[src/rtl/uart_pkg.sv]
// Shared types and helpers for the UART transmit path: FSM states, parity
// modes and the parity-bit function.
package uart_pkg;

  typedef enum logic [2:0] {
    IDLE   = 3'd0,
    START  = 3'd1,
    DATA   = 3'd2,
    PARITY = 3'd3,
    STOP   = 3'd4
  } uart_tx_state_t;

  localparam int PAR_NONE = 0;
  localparam int PAR_ODD  = 1;
  localparam int PAR_EVEN = 2;

  // Payload arrives zero-extended to the widest legal frame; zeros leave the XOR unchanged.
  function automatic logic parity_bit(input logic [8:0] data, input int mode);
    logic p;
    p = ^data;
    case (mode)
      PAR_EVEN: parity_bit = p;
      PAR_ODD:  parity_bit = ~p;
      default:  parity_bit = 1'b1;
    endcase
  endfunction

endpackage

[src/rtl/uart_tx_serializer_if.sv]
// Producer-to-transmitter word handshake (valid/ready plus payload).
interface uart_tx_serializer_if #(
  parameter int DATA_BITS = 8
);
  logic [DATA_BITS-1:0] tx_data;
  logic                 tx_valid;
  logic                 tx_ready;

  modport master (output tx_data, output tx_valid, input tx_ready);
  modport slave  (input tx_data, input tx_valid, output tx_ready);
endinterface

[src/rtl/uart_baud_tick.sv]
// Bit-period counter: counts 0..CLKS_PER_BIT-1 while not cleared and flags
// the last cycle of every bit with a one-cycle bit_done pulse.
module uart_baud_tick #(
  parameter int CLKS_PER_BIT = 234
) (
  input  logic clk_i,
  input  logic rst_i,
  input  logic clr_i,
  output logic bit_done_o
);
  localparam int             CW   = (CLKS_PER_BIT > 1) ? $clog2(CLKS_PER_BIT) : 1;
  localparam logic [CW-1:0]  LAST = CW'(CLKS_PER_BIT - 1);
  localparam logic [CW-1:0]  ZERO = {CW{1'b0}};

  logic [CW-1:0] cnt_q, cnt_d;

  always_comb begin
    cnt_d = cnt_q;
    if (clr_i) begin
      cnt_d = ZERO;
    end else if (cnt_q == LAST) begin
      cnt_d = ZERO;
    end else begin
      cnt_d = cnt_q + CW'(1);
    end
  end

  always_ff @(posedge clk_i) begin
    if (rst_i) begin
      cnt_q <= ZERO;
    end else begin
      cnt_q <= cnt_d;
    end
  end

  assign bit_done_o = !clr_i && (cnt_q == LAST);

endmodule

[src/rtl/uart_tx_serializer.sv]
// UART transmitter: latches one word per handshake and shifts out
// start, LSB-first data, optional parity and stop bits from a registered line.
module uart_tx_serializer
  import uart_pkg::*;
#(
  parameter int CLKS_PER_BIT = 234,
  parameter int DATA_BITS    = 8,
  parameter int PARITY       = PAR_NONE,
  parameter int STOP_BITS    = 1
) (
  input  logic                 clk_i,
  input  logic                 rst_i,
  uart_tx_serializer_if.slave  tx_if,
  output logic                 tx_o,
  output logic                 busy_o
);
  localparam int              BW        = $clog2(DATA_BITS + 1);
  localparam logic [BW-1:0]   LAST_BIT  = BW'(DATA_BITS - 1);
  localparam logic [BW-1:0]   BIT_ZERO  = {BW{1'b0}};
  localparam logic            LAST_STOP = 1'(STOP_BITS - 1);

  uart_tx_state_t       state_q, state_d;
  logic [DATA_BITS-1:0] shift_q, shift_d;
  logic [BW-1:0]        bit_q, bit_d;
  logic                 stop_q, stop_d;
  logic                 par_q, par_d;
  logic                 tx_q, tx_d;
  logic                 ready_q, busy_q;
  logic                 accept_s, bit_done_s, baud_clr_s;

  assign accept_s   = tx_if.tx_valid && ready_q;
  assign baud_clr_s = (state_q == IDLE);

  uart_baud_tick #(.CLKS_PER_BIT(CLKS_PER_BIT)) u_baud (
    .clk_i      (clk_i),
    .rst_i      (rst_i),
    .clr_i      (baud_clr_s),
    .bit_done_o (bit_done_s)
  );

  // tx_d is the level of the *next* cycle, so the line comes straight from tx_q.
  always_comb begin
    state_d = state_q;
    shift_d = shift_q;
    bit_d   = bit_q;
    stop_d  = stop_q;
    par_d   = par_q;
    tx_d    = tx_q;
    case (state_q)
      IDLE: begin
        tx_d = 1'b1;
        if (accept_s) begin
          state_d = START;
          shift_d = tx_if.tx_data;
          par_d   = parity_bit(9'(tx_if.tx_data), PARITY);
          bit_d   = BIT_ZERO;
          stop_d  = 1'b0;
          tx_d    = 1'b0;
        end else begin
          state_d = IDLE;
        end
      end
      START: begin
        if (bit_done_s) begin
          state_d = DATA;
          tx_d    = shift_q[0];
          shift_d = {1'b0, shift_q[DATA_BITS-1:1]};
          bit_d   = BIT_ZERO;
        end else begin
          state_d = START;
        end
      end
      DATA: begin
        if (bit_done_s) begin
          if (bit_q == LAST_BIT) begin
            if (PARITY != PAR_NONE) begin
              state_d = uart_pkg::PARITY;
              tx_d    = par_q;
            end else begin
              state_d = STOP;
              stop_d  = 1'b0;
              tx_d    = 1'b1;
            end
          end else begin
            bit_d   = bit_q + BW'(1);
            tx_d    = shift_q[0];
            shift_d = {1'b0, shift_q[DATA_BITS-1:1]};
          end
        end else begin
          state_d = DATA;
        end
      end
      uart_pkg::PARITY: begin
        if (bit_done_s) begin
          state_d = STOP;
          stop_d  = 1'b0;
          tx_d    = 1'b1;
        end else begin
          state_d = uart_pkg::PARITY;
        end
      end
      STOP: begin
        tx_d = 1'b1;
        if (bit_done_s) begin
          if (stop_q == LAST_STOP) begin
            state_d = IDLE;
          end else begin
            stop_d = 1'b1;
          end
        end else begin
          state_d = STOP;
        end
      end
      default: begin
        state_d = IDLE;
        tx_d    = 1'b1;
      end
    endcase
  end

  always_ff @(posedge clk_i) begin
    if (rst_i) begin
      state_q <= IDLE;
      shift_q <= {DATA_BITS{1'b0}};
      bit_q   <= BIT_ZERO;
      stop_q  <= 1'b0;
      par_q   <= 1'b0;
      tx_q    <= 1'b1;
      ready_q <= 1'b1;
      busy_q  <= 1'b0;
    end else begin
      state_q <= state_d;
      shift_q <= shift_d;
      bit_q   <= bit_d;
      stop_q  <= stop_d;
      par_q   <= par_d;
      tx_q    <= tx_d;
      ready_q <= (state_d == IDLE);
      busy_q  <= (state_d != IDLE);
    end
  end

  assign tx_o           = tx_q;
  assign busy_o         = busy_q;
  assign tx_if.tx_ready = ready_q;

endmodule

[src/flat_wrapper.sv]
// flat-port wrapper written by rule: the top's interface ports become plain ports
module uart_tx_serializer_flat import uart_pkg::*;
#(
  parameter int CLKS_PER_BIT = 234,
  parameter int DATA_BITS    = 8,
  parameter int PARITY       = PAR_NONE,
  parameter int STOP_BITS    = 1
)
  (clk_i, rst_i, tx_o, busy_o, tx_if_tx_data, tx_if_tx_valid, tx_if_tx_ready);
  uart_tx_serializer_if #(.DATA_BITS(DATA_BITS)) tx_if_i ();
  input  logic clk_i;
  input  logic rst_i;
  output logic tx_o;
  output logic busy_o;
  input wire logic [$bits(tx_if_i.tx_data)-1:0] tx_if_tx_data;
  input wire logic [$bits(tx_if_i.tx_valid)-1:0] tx_if_tx_valid;
  output wire logic [$bits(tx_if_i.tx_ready)-1:0] tx_if_tx_ready;
  assign tx_if_i.tx_data = tx_if_tx_data;
  assign tx_if_i.tx_valid = tx_if_tx_valid;
  assign tx_if_tx_ready = tx_if_i.tx_ready;
  uart_tx_serializer #(.CLKS_PER_BIT(CLKS_PER_BIT), .DATA_BITS(DATA_BITS), .PARITY(PARITY), .STOP_BITS(STOP_BITS)) u_core (.clk_i(clk_i), .rst_i(rst_i), .tx_if(tx_if_i), .tx_o(tx_o), .busy_o(busy_o));
endmodule
[config.mk]
export PLATFORM = sky130hd
export DESIGN_NAME = uart_tx_serializer_flat
export DESIGN_NICKNAME = d
export VERILOG_FILES = /design/src/rtl/uart_pkg.sv /design/src/rtl/uart_tx_serializer_if.sv /design/src/rtl/uart_baud_tick.sv /design/src/rtl/uart_tx_serializer.sv /design/src/flat_wrapper.sv
export SDC_FILE = /design/constraint.sdc
export NUM_CORES = 1
export LEC_CHECK = 0
export ABC_AREA = 1
export BUFFER_PORTS_ARGS = -buffer_cell sky130_fd_sc_hd__buf_2
export CAP_MARGIN = 25
export CORE_MARGIN = 5
export CORE_UTILIZATION = 60
export CTS_BUF_LIST = sky130_fd_sc_hd__clkbuf_8
export DETAILED_ROUTE_END_ITERATION = 8
export GPL_TIMING_DRIVEN = 0
export PLACE_DENSITY = 0.81
export SLEW_MARGIN = 20
export SYNTH_ARGS = -nofsm -noshare
export SYNTH_HDL_FRONTEND = slang
export SYNTH_SLANG_ARGS = --single-unit
export TNS_END_PERCENT = 100
[constraint.sdc]
create_clock -name clk_i -period 1.92 [get_ports clk_i]
set_clock_uncertainty 0.15 [all_clocks]
set_input_delay 0.192 -clock clk_i [delete_from_list [all_inputs] [get_ports clk_i]]
set_output_delay 0.192 -clock clk_i [all_outputs]
set_load 0.005 [all_outputs]
After elaboration in Yosys (flattened, before gate mapping)
Cells that the tools add are included.
{"block": "classes", "n_addsub": 2, "n_reduce_logical": 12, "eq_ne": 13, "mux": 31}
{"cell": "8-bit 2-to-1 mux", "count": 4}
{"cell": "8-bit one-hot mux with 3 select lines", "count": 1}
{"cell": "4-bit 2-to-1 mux", "count": 4}
{"cell": "3-bit 2-to-1 mux", "count": 5}
{"cell": "3-bit one-hot mux with 5 select lines", "count": 1}
{"cell": "1-bit 2-to-1 mux", "count": 12}
{"cell": "2-bit by 1-bit inequality test with 1-bit output, second input constant", "count": 6}
{"cell": "4-bit one-hot mux with 3 select lines", "count": 1}
{"cell": "8-bit by 1-bit adder with 8-bit output, second input constant", "count": 1}
{"cell": "8-bit equality test, second input constant", "count": 1}
{"cell": "1-bit one-hot mux with 4 select lines", "count": 2}
{"cell": "3-bit by 2-bit equality test with 1-bit output, second input constant", "count": 2}
{"cell": "3-bit zero test", "count": 2}
{"cell": "6-bit AND reduction", "count": 1}
{"cell": "3-bit nonzero test", "count": 2}
{"cell": "5-bit AND reduction", "count": 1}
{"cell": "4-bit by 1-bit adder with 4-bit output, second input constant", "count": 1}
{"cell": "4-bit by 3-bit equality test with 1-bit output, second input constant", "count": 1}
{"cell": "4-bit nonzero test", "count": 1}
{"cell": "3-bit by 1-bit equality test with 1-bit output, second input constant", "count": 1}
{"cell": "3-bit equality test, second input constant", "count": 1}
{"cell": "3-bit AND reduction", "count": 1}
{"cell": "3-bit OR reduction", "count": 1}
{"cell": "1-bit logical AND", "count": 2}
{"cell": "3 further kinds", "count": 3}
{"block": "totals", "output_inout_bits": 3, "reg_bits": 27, "input_bits": 11}

Depth between registers and ports, before layout
Gate-level depths: netlist of the first run.
{"block": "logic_depth", "ltp_word": 6, "depth_mapped": 11, "mapped_depth_nobuf": 11}

By module
Synthesis of the first run repeated with hierarchy kept, for this count alone.
{"block": "unflattened", "cells_unflattened": 209, "area_unflattened_um2": 1377.6}
{"module": "uart_tx_serializer", "cells_per_inst": 157, "instances": 1, "area_each_um2": 984.7, "seq_area_each_um2": 360.3}
{"module": "uart_baud_tick", "cells_per_inst": 52, "instances": 1, "area_each_um2": 392.9, "seq_area_each_um2": 160.2}

Least setup slack after synthesis of the first run
Ideal clock, no wire load.
{"block": "synth_timing", "path_type": "reg-to-reg", "from": "reg u_core.u_baud.cnt_q[0]", "to": "reg u_core.shift_q[2]", "synth_period_minus_slack_ns": 1.494, "path_stages_with_launch": 10, "required_ns": 1.655, "n_path_buf": 1, "arrival_time_ns": 1.230, "slack_ns": 0.426, "path_cell_list": "dfxtp_1 ha_1 nand2_1 nor2_2 nand2_1 nand2_4 nand2_4 buf_12 o21ai_2 nor2_1"}
{"block": "synth_between", "elab_chain_cells": 4}
{"item": "start, declared", "line": "uart_baud_tick.sv:15", "source": "logic [CW-1:0] cnt_q, cnt_d;"}
{"item": "start signal, assigned", "line": "uart_baud_tick.sv:32", "source": "cnt_q <= cnt_d;"}
{"item": "8-bit equality test *", "line": "uart_baud_tick.sv:36", "source": "assign bit_done_o = !clr_i && (cnt_q == LAST);"}
{"item": "1-bit logical AND *", "line": "uart_baud_tick.sv:36"}
{"item": "2-bit by 1-bit inequality test with 1-bit output (no line)"}
{"item": "5-bit AND reduction (no line) *"}
{"item": "end signal, assigned", "line": "uart_tx_serializer.sv:124", "source": "shift_q <= {DATA_BITS{1'b0}};"}
{"item": "end signal, assigned", "line": "uart_tx_serializer.sv:133", "source": "shift_q <= shift_d;"}
{"item": "end, declared", "line": "uart_tx_serializer.sv:23", "source": "logic [DATA_BITS-1:0] shift_q, shift_d;"}
Every way passes the cells marked *; elsewhere a longest branch is shown, timed or not.
A chain may end at the register's enable or synchronous reset.

Worst setup path in the final report of the first run
{"block": "layout_timing", "from": "reg u_core.u_baud.cnt_q[1]", "to": "reg u_core.u_baud.cnt_q[5]"}
{"block": "layout_between", "elab_chain_cells": 2}
{"item": "parallel branches: the longest is 2 deep, another holds 8-bit by 1-bit adder with 8-bit output"}
Several ways; the timed one is not identified.

==> run metrics, run 1 <==
IO Pins 14; post-route design area 1540 µm²; Hold Crit Depth 2; crit share post-route 0.891; first-pass GRT wire length between 5000 and 6000 µm; critical path type flip-flop to flip-flop; GP Congestion ~0.84; largest stage delay on the critical path 0.37 ns; worst r2r src u_core.u_baud.cnt_q[1]$_SDFF_PP0_; Initial Utilization 0.633; status complete, no violations; Worst Path Buf+Inv 2; #FFs+latches synth 26; post-DP HPWL about 2200 µm; commonest non-fill, non-tap cell in the layout nand2_1; Post-Syn Area per Cell 7.04 µm²; total grt overflow 0; Final Max Slew Viols 0; pwr/cell area 727 nW/µm²; Final Hold Vio Count 0; 1st-pass router iterations 4; ANT nets after route 0; Num CTS Buffers 3; Metal-1 WL around 1300 µm; die width 58.3 µm; Pleak 0.724 nW; post-layout util 0.695; Post-Syn Instances just under 200; RSZ-0062 raised after global routing no; final WL roughly 2800 µm; Wirelength per Cell approximately 12 µm; Crit Path Max Fanout 8; std cell rows 17; Worst Setup Start Kind flip-flop; Mapped Area roughly 1400 µm²; fmax just under 600 MHz; CP top delay family simple AND/OR/NAND/NOR gates; Finish-stage setup viols 0; Peak VDD IR approximately 600 µV; post-CTS setup buffers 0; dpl cell area 1500 µm²; synth warn 0; Final nets 230; die height 58.3 µm; Top Metal Used met4; Clock Tree Buf Depth 2; clock transition at the registers of the reported paths 0.09 ns; Worst EP arrival roughly 1.8 ns; DRC 0; largest net degree at the start of global routing 14; Vias 1,289; DR iter-0 viols 86; hold path startpoint rst_i; WL met3 between 100 and 150 µm; Worst Setup End Kind flip-flop; critical path depth 9; die area ~3400 µm²; CP max-delay cell dfxtp_1; max-cap violation count 0; overall power 0.00112 W; Post-CTS Resized 0; most frequent cells in the layout nand2_1 (57), dfxtp_1 (26), nor2_1 (24), inv_1 (18), nand3_1 (16); Min-Delay Path Class input port to flip-flop; n_diodes 0; setup_tns 0 ns; Worst-Skew Late Latency roughly 0.26 ns; post-synthesis sequential area ratio 0.371; Tot GR Track Use 0.186; worst reg-to-reg path cell count 9; final hold slack 0.0610 ns; core area between 2000 and 2500 µm²; Relative slew margins 0.629; via/cell ratio 5.33; TritonCTS clock tree yes; Cell variety after synth 29; CTS Hold Bufs 0; DR WL met2 between 1000 and 1500 µm; vias in the first global route approximately 1,200; root buffer cell clkbuf_8; Layout area overhead 9.73%; share of layout cells above drive strength 1 0.206; Worst Setup SP u_core.u_baud.cnt_q[1]$_SDFF_PP0_; critical-path cell list inv_1, ha_1, nand2_1, nor2_2, nand2_1, nand3_1, a21oi_1, o21ai_0, inv_1; IO Port Bufs 12; syn nets roughly 210; CTS H-tree depth 1; worst slew pin tran between 0.5 and 0.6 ns; Critical Path RT approximately 2 ns; min Tclk post-route ~1.7 ns; initial antenna violation count 0; CTS Sinks 26
routing by layer:
| layer | track usage | vias to the layer above |
|---|---|---|
| met3 | 0.0263 | 4 |
| met5 | 0 | - |
| li1 | - | 664 |
| met4 | 0.0596 | 0 |
| met1 | 0.244 | 589 |
| met2 | 0.314 | 32 |
cell usage after synthesis:
cell,n,area [µm²]
nand2_1,57,214
dfxtp_1,26,521
nor2_1,24,90.1
inv_1,18,67.6
nand3_1,16,80.1
a21oi_1,10,50.1
a21oi_2,5,43.8
o21ai_2,5,43.8
nor2_2,4,25.0
ha_1,3,37.5
inv_2,3,11.3
nand2_2,3,18.8
nand4_1,3,18.8
o21ai_0,3,15.0
nand2_4,2,22.5
nor2_4,2,22.5
nor3b_1,2,15.0
o21ai_1,2,10.0
a21o_1,1,7.51
buf_12,1,20.0
buf_2,1,5.00
buf_4,1,7.51
buf_6,1,11.3
clkbuf_1,1,3.75
nand3_2,1,10.0
nor3_1,1,5.00
o21bai_1,1,7.51
xnor2_1,1,8.76
xor2_1,1,8.76
report_power, final:
part / total, W / switching [W] / internal, W
combinational: 0.000224 / 0.000131 / 0.0000925
sequential: 0.000597 / 0.0000221 / 0.000575
clock: 0.000298 / 0.000157 / 0.000140
sequential cells by signal, indices dropped and copies added, names as in the netlist:
name                   flops
u_core.u_baud.cnt_q        8
u_core.state_q             3
u_core.busy_o              1
u_core.tx_if.tx_ready      1
u_core.tx_o                1
u_core.bit_q               4
u_core.shift_q             8
final timing paths:
kind	endpoint	slack (ns)
setup / recovery	u_core.u_baud.cnt_q[5]$_SDFF_PP0_	0.21
hold / removal	u_core.bit_q[3]$_SDFFE_PP0P_	0.06
setup reg to reg	u_core.u_baud.cnt_q[5]$_SDFF_PP0_	0.21
hold reg to reg	u_core.u_baud.cnt_q[0]$_SDFF_PP0_	0.32
through the flow:
| step | std cells | setup slack [ns] |
|---|---|---|
| finish | 242 | 0.208 |
| global route | 242 | 0.0273 |
| CTS | 242 | 0.194 |
| detailed placement | 239 | 0.213 |
| global placement | 239 | 0.264 |
| floorplan | 199 | 0.426 |
area by class of cell:
cell class	instances	area [µm²]
buffer	5	47.5
clock buffer	3	41.3
fill	193	674
inverter	21	78.8
multi-input combinational	147	754
sequential	26	520
tap	28	35.0
timing repair buffer	12	60.1
logic make-up (layout without fill, tap and decap cells):
group	Yosys count	count (layout)	share of synthesized area
XOR/XNOR	2	2	0.0125
adder cells (fa/ha/maj)	3	3	0.0268
AO/OA/AOI/OAI	27	27	0.127
buffers and inverters	26	41	0.0902
AND/OR/NAND/NOR	115	115	0.372
flip-flops	26	26	0.371
No activity file was read; power rests on OpenSTA's default activity.
==> run 2: changes to the inputs <==
Settings changed: RECOVER_POWER from default to 25.
==> run metrics, run 2 (synthesis results as in run 1) <==
post-DP HPWL about 2200 µm; CP most frequent cell nand2_1; largest net degree at the start of global routing 14; 1st-pass router iterations 4; die width between 50 and 60 µm; Int Power just over 0.0008 W; hold path startpoint rst_i; overall power 0.00112 W; share of layout cells above drive strength 1 0.187; Peak VDD IR between 500 and 600 µV; Min-Delay Path Class input port to flip-flop; min Tclk post-route about 1.7 ns; commonest non-fill, non-tap cell in the layout nand2_1; critical path type flip-flop to flip-flop; clock transition at the registers of the reported paths approximately 0.090 ns; Hold Crit Depth 2; fillers between 150 and 200; Vias approximately 1,300; Layout area overhead 9.20%; Clock Tree Buf Depth 2; fmax slightly below 600 MHz; ANT nets after route 0; crit share post-route 0.897; GP Congestion approximately 0.84; reg2reg setup slack slightly below 0.2 ns; Relative slew margins 0.629; Wirelength per Cell approximately 12 µm; Final Hold Vio Count 0; Worst Setup Start Kind flip-flop; worst slew pin tran ~0.56 ns; CTS H-tree depth 1; max-cap violation count 0; RSZ-0062 raised after global routing no; Final Max Slew Viols 0; vias in the first global route 1,205; Crit Path Max Fanout 10; initial antenna violation count 0; TritonCTS clock tree yes; Flop pwr share 0.534; worst reg-to-reg path cell count 8; status complete, no violations; CP max-delay cell dfxtp_1; Critical Path RT between 1.5 and 2 ns; DR iter-0 viols between 80 and 90; Worst Setup End Kind flip-flop; CTS Hold Bufs 0; Worst-Skew Late Latency ~0.26 ns; final WL between 2000 and 3000 µm; total grt overflow 0; Worst EP arrival 1.78 ns; most frequent cells in the layout nand2_1 (57), nor2_1 (26), dfxtp_1 (26), inv_1 (18), nand3_1 (16); Initial Utilization 0.633; Num CTS Buffers 3; biggest regs u_core.shift_q: 8 flops, u_core.u_baud.cnt_q: 8 flops, u_core.bit_q: 4 flops; Switching Share 0.278; pwr/cell area ~730 nW/µm²; Pleak slightly above 0.7 nW; die height ~58 µm; first-pass GRT wire length 5040 µm; critical-path cell list ha_1, nand2_1, nor2_1, nand2_1, nand2_4, buf_4, nand3_1, a21oi_2; Hold Path End u_core.bit_q[3]$_SDFFE_PP0P_; root buffer cell clkbuf_8; via/cell ratio 5.36; std cell rows 17; setup_tns 0 ns; CTS Sinks 26; Final nets 230; Post-CTS Resized 0; core area 2210 µm²; post-CTS setup buffers 0; Tot GR Track Use 0.186; die area about 3400 µm²; n_diodes 0; Switch Pwr roughly 0.00031 W; Worst R2R End u_core.bit_q[2]$_SDFFE_PP0P_; largest stage delay on the critical path between 0.3 and 0.4 ns; Clock Power Share 0.266; IO Port Bufs 12; DRC 0; IO Pins 14; worst r2r src u_core.u_baud.cnt_q[0]$_SDFF_PP0_; Comb power frac 0.199; Finish-stage setup viols 0
==> run 2: cell count changes in the layout (fill, tap and decap cells not counted) <==
cell / change
clkbuf_1: +2
nor2_2: -2
buf_2: -2
nor2_1: +2
==> run 2: worst max-delay path, delay by kind of cell (launching register included) <==
| kind | cells | cell delay, ns |
|---|---|---|
| adder cells (fa/ha/maj) | 1 | 0.17 |
| AND/OR/NAND/NOR | 5 | 0.64 |
| AO/OA/AOI/OAI | 1 | 0.15 |
| buffers and inverters | 1 | 0.17 |
| flip-flops | 1 | 0.38 |
==> run 2: metal layers <==
| metal | vias to the layer above | global-route usage | wire length, µm |
|---|---|---|---|
| met3 | 4 | 0.0263 | 153 |
| met4 | 0 | 0.0596 | 29 |
| met1 | 592 | 0.244 | 1300 |
| li1 | 663 | - | - |
| met5 | - | 0 | 0 |
| met2 | 39 | 0.314 | 1360 |
==> run 2: through the flow <==
step | instance area [µm²] | hold WS [ns] | instances | util | setup WS (ns)
floorplan | 1400 | 0.220 | 199 | - | 0.426
global placement | 1500 | 0.299 | 239 | 0.676 | 0.264
detailed placement | 1500 | 0.309 | 239 | 0.676 | 0.213
CTS | 1540 | 0.0621 | 242 | 0.695 | 0.194
global route | 1530 | 0.0782 | 242 | 0.692 | 0.0183
finish | 1530 | 0.0603 | 242 | 0.692 | 0.198
==> run 2: cell type report <==
| type | instances | area (µm²) | area share |
|---|---|---|---|
| Multi-Input combinational cell | 147 | 749 | 0.490 |
| Timing Repair Buffer | 12 | 57.6 | 0.0376 |
| Inverter | 21 | 78.8 | 0.0515 |
| Tap cell | 28 | 35.0 | 0.0229 |
| Clock buffer | 3 | 41.3 | 0.0270 |
| Sequential cell | 26 | 520 | 0.340 |
| Buffer | 5 | 47.5 | 0.0311 |
==> run 2: how the worst max path moves through the flow <==
| stage | cells after the start | startpoint | slack [ns] | end |
|---|---|---|---|---|
| 6_report | 8 | u_core.u_baud.cnt_q[0]$_SDFF_PP0_ | 0.20 | u_core.bit_q[2]$_SDFFE_PP0P_ |
| 5_1_grt | 9 | u_core.u_baud.cnt_q[1]$_SDFF_PP0_ | 0.02 | u_core.u_baud.cnt_q[5]$_SDFF_PP0_ |
| 4_1_cts | 9 | u_core.u_baud.cnt_q[1]$_SDFF_PP0_ | 0.19 | u_core.u_baud.cnt_q[5]$_SDFF_PP0_ |
| 3_5_place_dp | 9 | u_core.u_baud.cnt_q[1]$_SDFF_PP0_ | 0.21 | u_core.u_baud.cnt_q[5]$_SDFF_PP0_ |
| 3_3_place_gp | 9 | u_core.u_baud.cnt_q[1]$_SDFF_PP0_ | 0.26 | u_core.u_baud.cnt_q[5]$_SDFF_PP0_ |
| 2_1_floorplan | 9 | u_core.u_baud.cnt_q[0]$_SDFF_PP0_ | 0.43 | u_core.shift_q[2]$_SDFFE_PP0P_ |
==> run 2: power groups by stage <==
stage          Combinational [W]  Clock [W]  Sequential (W)
6_report                0.000223   0.000298        0.000597
5_1_grt                 0.000248   0.000329        0.000602
4_1_cts                 0.000224   0.000301        0.000596
3_5_place_dp            0.000223          0        0.000609
3_3_place_gp            0.000216          0        0.000606
2_1_floorplan           0.000173          0        0.000605
